**src/rtl/trace_pkg.sv**
```systemverilog
// Shared definitions for the trace pipeline: configuration loader states and
// the layout of the byte-serial configuration header.
package trace_pkg;

    typedef enum logic [1:0] {
        IDLE     = 2'd0,
        HDR_SEEN = 2'd1,
        DATA     = 2'd2,
        COMMIT   = 2'd3
    } cfg_state_e;

    localparam int         CFG_FIELD_BIT = 7;
    localparam int         CFG_IDX_BITS  = 7;
    localparam logic [7:0] CFG_ID_IDLE   = 8'd0;

endpackage

```
**src/rtl/filter_cfg_loader.sv**
```systemverilog
// Byte-serial threshold loader: header byte, then DATA_WIDTH/8 data bytes MSB
// first, then a one-cycle write strobe. Any gap or tracing mid-sequence aborts.
module filter_cfg_loader
    import trace_pkg::*;
#(
    parameter int DATA_WIDTH = 32,
    parameter int CFG_ID     = 1
) (
    input  logic                    clk,
    input  logic                    reset_n,
    input  logic                    tracing,
    input  logic [7:0]              config_id,
    input  logic [7:0]              config_data,
    output logic                    wr_en,
    output logic                    wr_field,
    output logic [CFG_IDX_BITS-1:0] wr_idx,
    output logic [DATA_WIDTH-1:0]   wr_data,
    output cfg_state_e              state
);

    localparam int BYTES = DATA_WIDTH / 8;
    localparam int CNT_W = $clog2(BYTES) + 1;

    cfg_state_e              state_next;
    logic                    qualify;
    logic                    shift_en;
    logic                    last_byte;
    logic [CNT_W-1:0]        cnt_q;
    logic                    field_q;
    logic [CFG_IDX_BITS-1:0] idx_q;
    logic [DATA_WIDTH-1:0]   staging_q;

    assign qualify = (config_id == 8'(CFG_ID)) && !tracing;

    always_ff @(posedge clk or negedge reset_n) begin
        if (!reset_n) begin
            state <= IDLE;
        end else begin
            state <= state_next;
        end
    end

    always_comb begin
        state_next = state;
        shift_en   = 1'b0;
        if (state == HDR_SEEN) begin
            last_byte = (BYTES == 1);
        end else begin
            last_byte = (cnt_q == CNT_W'(BYTES - 1));
        end
        case (state)
            IDLE: begin
                if (qualify) state_next = HDR_SEEN;
            end
            HDR_SEEN, DATA: begin
                if (!qualify) begin
                    state_next = IDLE;
                end else begin
                    shift_en   = 1'b1;
                    state_next = last_byte ? COMMIT : DATA;
                end
            end
            COMMIT:  state_next = IDLE;
            default: state_next = IDLE;
        endcase
    end

    // Header latch, byte counter and staging shift register.
    always_ff @(posedge clk or negedge reset_n) begin
        if (!reset_n) begin
            cnt_q     <= '0;
            field_q   <= 1'b0;
            idx_q     <= '0;
            staging_q <= '0;
        end else begin
            if (state == IDLE && qualify) begin
                field_q <= config_data[CFG_FIELD_BIT];
                idx_q   <= config_data[CFG_IDX_BITS-1:0];
            end
            if (shift_en) begin
                staging_q <= DATA_WIDTH'({staging_q, config_data});
                cnt_q     <= (state == HDR_SEEN) ? CNT_W'(1) : cnt_q + CNT_W'(1);
            end
        end
    end

    assign wr_en    = (state == COMMIT);
    assign wr_field = field_q;
    assign wr_idx   = idx_q;
    assign wr_data  = staging_q;

endmodule

```
**src/rtl/filter_unit.sv**
```systemverilog
// Two-stage range filter: every lane is tested against M signed inclusive
// ranges; the vector and its M x N match mask emerge two cycles later.
module filter_unit
    import trace_pkg::*;
#(
    parameter int N          = 8,
    parameter int DATA_WIDTH = 32,
    parameter int M          = 2,
    parameter int CFG_ID     = 1
) (
    input  logic                           clk,
    input  logic                           reset_n,
    input  logic                           valid_in,
    input  logic                           eof_in,
    input  logic                           chainId_in,
    input  logic [N-1:0][DATA_WIDTH-1:0]   vector_in,
    input  logic                           tracing,
    input  logic [7:0]                     config_id,
    input  logic [7:0]                     config_data,
    output logic                           valid_out,
    output logic                           eof_out,
    output logic                           chainId_out,
    output logic [N-1:0][DATA_WIDTH-1:0]   vector_out,
    output logic [M-1:0][N-1:0]            filter_out,
    output logic                           cfg_busy
);

    logic                          wr_en;
    logic                          wr_field;
    logic [CFG_IDX_BITS-1:0]       wr_idx;
    logic [DATA_WIDTH-1:0]         wr_data;
    cfg_state_e                    cfg_state;

    logic [M-1:0][DATA_WIDTH-1:0]  min_q;
    logic [M-1:0][DATA_WIDTH-1:0]  max_q;

    logic                          s1_valid;
    logic                          s1_eof;
    logic                          s1_chain;
    logic [N-1:0][DATA_WIDTH-1:0]  s1_vector;
    logic [M-1:0][N-1:0]           match;

    filter_cfg_loader #(
        .DATA_WIDTH (DATA_WIDTH),
        .CFG_ID     (CFG_ID)
    ) u_loader (
        .clk         (clk),
        .reset_n     (reset_n),
        .tracing     (tracing),
        .config_id   (config_id),
        .config_data (config_data),
        .wr_en       (wr_en),
        .wr_field    (wr_field),
        .wr_idx      (wr_idx),
        .wr_data     (wr_data),
        .state       (cfg_state)
    );

    assign cfg_busy = (cfg_state != IDLE);

    // min=1/max=0 is an empty range; out-of-range indices match no slot.
    always_ff @(posedge clk or negedge reset_n) begin
        if (!reset_n) begin
            for (int m = 0; m < M; m++) begin
                min_q[m] <= DATA_WIDTH'(1);
                max_q[m] <= '0;
            end
        end else if (wr_en) begin
            for (int m = 0; m < M; m++) begin
                if (wr_idx == CFG_IDX_BITS'(m)) begin
                    if (wr_field) max_q[m] <= wr_data;
                    else          min_q[m] <= wr_data;
                end
            end
        end
    end

    always_comb begin
        match = '0;
        for (int m = 0; m < M; m++) begin
            for (int i = 0; i < N; i++) begin
                match[m][i] = ($signed(s1_vector[i]) >= $signed(min_q[m])) &&
                              ($signed(s1_vector[i]) <= $signed(max_q[m]));
            end
        end
    end

    always_ff @(posedge clk or negedge reset_n) begin
        if (!reset_n) begin
            s1_valid    <= 1'b0;
            s1_eof      <= 1'b0;
            s1_chain    <= 1'b0;
            s1_vector   <= '0;
            valid_out   <= 1'b0;
            eof_out     <= 1'b0;
            chainId_out <= 1'b0;
            vector_out  <= '0;
            filter_out  <= '0;
        end else begin
            s1_valid    <= valid_in;
            s1_eof      <= eof_in;
            s1_chain    <= chainId_in;
            s1_vector   <= vector_in;
            valid_out   <= s1_valid;
            eof_out     <= s1_eof;
            chainId_out <= s1_chain;
            vector_out  <= s1_vector;
            filter_out  <= match;
        end
    end

endmodule
```
**config.mk**
```make
export PLATFORM = sky130hd
export DESIGN_NAME = filter_unit
export DESIGN_NICKNAME = d
export VERILOG_FILES = /design/src/rtl/trace_pkg.sv /design/src/rtl/filter_cfg_loader.sv /design/src/rtl/filter_unit.sv
export SDC_FILE = /design/constraint.sdc
export NUM_CORES = 2
export LEC_CHECK = 0
export CORE_MARGIN = 3
export CORE_UTILIZATION = 51
export CTS_CLUSTER_DIAMETER = 100
export CTS_CLUSTER_SIZE = 24
export DETAILED_ROUTE_END_ITERATION = 10
export PLACE_DENSITY = 0.78
export SLEW_MARGIN = 20
export SYNTH_ARGS = -nofsm -noshare
export SYNTH_HDL_FRONTEND = slang
export SYNTH_SLANG_ARGS = --single-unit
```
**constraint.sdc**
```tcl
create_clock -name clk -period 2.2 [get_ports clk]
set_input_delay 0.55 -clock clk [delete_from_list [all_inputs] [get_ports clk]]
set_output_delay 0.55 -clock clk [all_outputs]
set_load 0.03 [all_outputs]
```
==> run metrics <==
Die X=295 microns; Relative slew margins=58.0%; Gate power share=about 22%; Worst Max-Slew Pin Slew=0.623 ns; Psw=8.68 mW; Sw Ratio=30.2%; CP arrival=3.24 ns; Crit Path Max Fanout=7; critical setup path kind=reg2reg; YS warnings=0; CTS Buf Count=40; gr usage total=40.1%; RSZ-0062 raised after global routing=yes; RePlAce Congestion=between 1 and 1.5; post-route insts no fill=6,458; clk slew on worst S/H paths=0.10 ns; dpl ws=-0.797 ns; failing checks=setup timing; Seq pwr share=49.5%; top_reg_cell synth=dfrtp_1; post-route setup slack=-0.508 ns; placed cells=6,209; Clk Latency, worst-skew pair=0.64 ns; share of cells above drive strength 1=34.9%; Final Cycle Share=123%; final hold viol count=0; startpoint types=flop; VDD IR-drop max=0.691 mV; largest net degree at the start of global routing=between 60 and 70; synthesized area=between 40,000 and 50,000 sq um; Root Driver=clkbuf_16; # fillers=just under 5k; drt total wl=184,000 microns; fin crit period=2.71 ns; clock network power share=between 20% and 30%; worst hold-check path type=in2reg; Detail Route Antenna Nets=0; antenna violations before repair=11; vias=41.1k; TritonCTS clock tree=built; synthesized flop and latch total=707; Worst Hold Margin=0.331 ns; routed len/inst=28.6 microns; Setup Skew=about 0.037 ns; Post-Syn Instances=3,662; Core ar.=82,400 sq um; Worst setup EP type=flop; max cap viols=0; Multi-input gate area=27,700 sq um; static leakage=about 29 nW; status=finished with violations; required time worst endpoint=2.73 ns; Core Util, Final=77.6%; HPWL Detailed=139,000 microns; Bufs on Longest Clock Path=3; Seq. cell area=approximately 18,000 sq um; Die Span Y=just under 300 microns; sequential share of the synthesized area=between 40% and 50%; Clock Sinks=707; starting DRC count in detailed routing=~4k; count of different cell masters after synthesis=50; P_int=20.0 mW; DIE AREA=just under 90,000 sq um; Synthesized Nets=4,970; number of global-route vias before repair=41.0k; grt total ovfl=0; number of flops mapped to enable cells by yosys=0; # H-tree levels=2; Initial Utilization=51.7%; first-pass GRT wire length=257,000 microns; Synth async-reset ratio=100%; final instance area=63,900 sq um; fmax=around 0.37 GHz; DRT Pass-1 Iters=7; Tot Pwr=approximately 29 mW; # DRC=0; Nets=6,673; PortBufs=roughly 550; placed cell area=57,300 sq um; IO Pins=554; setup TNS=-6.07 ns; Cell Pwr Density=449 nW/um^2; Avg Cell Area, Syn=11.6 sq um; pins over their slew limit=0; vias per cell=6.36; Cell Rows=105; setup violators final=16; area delta synth->final=50.1%
## power by group through the flow
| stage | Sequential [mW] | Combinational (mW) | Clock (mW) |
|---|---|---|---|
| 2_1_floorplan | 14.7 | 1.90 | 0 |
| 3_3_place_gp | 14.4 | 5.26 | 0 |
| 3_5_place_dp | 14.4 | 5.44 | 0 |
| 4_1_cts | 14.2 | 5.70 | 8.43 |
| 5_1_grt | 14.2 | 6.63 | 8.89 |
| 6_report | 14.2 | 6.17 | 8.34 |
## area by class of cell
cell class | instances | area share [%]
clock inverter | 11 | 0.274
timing repair buffer | 1680 | 23.8
multi-input combinational | 2790 | 43.4
sequential | 707 | 27.8
tap | 1070 | 2.09
inverter | 146 | 0.977
antenna | 5 | 0.0196
clock buffer | 49 | 1.67
## what timing repair did
action,in CTS,in global routing
endpoints found under the hold margin,22,0
pin swaps,212,161
buffers inserted,141,54
gates cloned,1,2
setup endpoints to repair,240,116
resized for setup,741,299
hold buffers,1,0
## final timing paths
check | cells past startpoint | from | slack [ns] | to
min in group asynchronous | 2 | reset_n | 0.46 | s1_vector[219]
worst min-delay path | 1 | vector_in[29] | 0.33 | s1_vector[29]
worst max register to register | 12 | max_q[55] | -0.51 | filter_out[13]
max in group asynchronous | 3 | reset_n | 0.87 | s1_vector[79]
worst min register to register | 0 | s1_eof | 0.36 | eof_out
worst max-delay path | 12 | max_q[55] | -0.51 | filter_out[13]
## sequential cells by signal (all words and copies together), names as in the netlist, 2 cells and up
signal and cells:
s1_vector 256, filter_out 16, vector_out 256, min_q 64
u_loader.wr_data 32, u_loader.state 2, u_loader.wr_idx 7, max_q 64
u_loader.cnt_q 3
## routing by layer
layer	vias to the layer above	wire length, microns	track usage [%]
met5	-	36	0
met4	6	16000	27.4
met3	875	21100	9.67
met2	2775	80300	61.4
met1	20000	67100	50.4
li1	17500	-	-
## layout by cell type, fill, tap and decap left out, drive strengths merged, types with 105 or more instances in the layout
cell	instances
clkdlybuf4s50	282
inv	149
dlygate4sd2	219
o21ai	127
nand2	196
and4	105
mux2	141
a21oi	371
dfrtp	705
ha	1030
buf	1126
nand4	165
## worst max-delay path: stages (launching register included)
cell and delay [ns]:
dfrtp_1 0.44, clkinvlp_4 0.27, buf_4 0.22, buf_6 0.11, buf_6 0.11, ha_4 0.27
nand4_1 0.24, inv_2 0.16, a21oi_4 0.07, o21ai_1 0.14, a21oi_1 0.07, or2_4 0.25
a22oi_2 0.26
## cells in the mapped netlist (all sizes together) (3+ instances only)
cell type  number  share of area, %
nor2b          32              0.47
o21a           24              0.42
and4          105               2.2
o21ai         127               1.5
a2111oi         8              0.21
a2111o          3             0.079
mux2          141               3.7
dfrtp         705                41
o41ai          22              0.45
o211ai         55              0.97
a21boi         28              0.49
nor4           13              0.19
nand3          62              0.73
nand3b          3             0.053
a221o          26              0.61
nand2         196               1.7
o2bb2ai        20              0.41
xor2           15              0.31
a22oi          17              0.30
xnor2          10              0.21
nor2           68              0.60
a21oi         371               4.4
o31a            3             0.062
clkbuf          6             0.053
nand2b         25              0.37
nor3           20              0.23
and2           25              0.37
buf            13              0.15
a211oi         26              0.46
a21o          101               1.8
a221oi         26              0.53
ha           1030                30
inv           146               1.3
a31oi           3             0.044
nand4         165               2.4
o31ai           4             0.070
## kinds of logic (layout without fill, tap and decap cells)
kind of cell | Yosys count | count (layout) | share of synthesized area, %
XOR/XNOR | 25 | 25 | 0.514
multiplexers | 142 | 142 | 3.75
buffers and inverters | 165 | 1886 | 1.49
adder cells (fa/ha/maj) | 1030 | 1030 | 30.3
AO/OA/AOI/OAI | 871 | 871 | 12.9
other | 0 | 5 | 0
AND/OR/NAND/NOR | 722 | 722 | 9.55
flip-flops | 707 | 707 | 41.5
(Power assumes the default switching activity.)
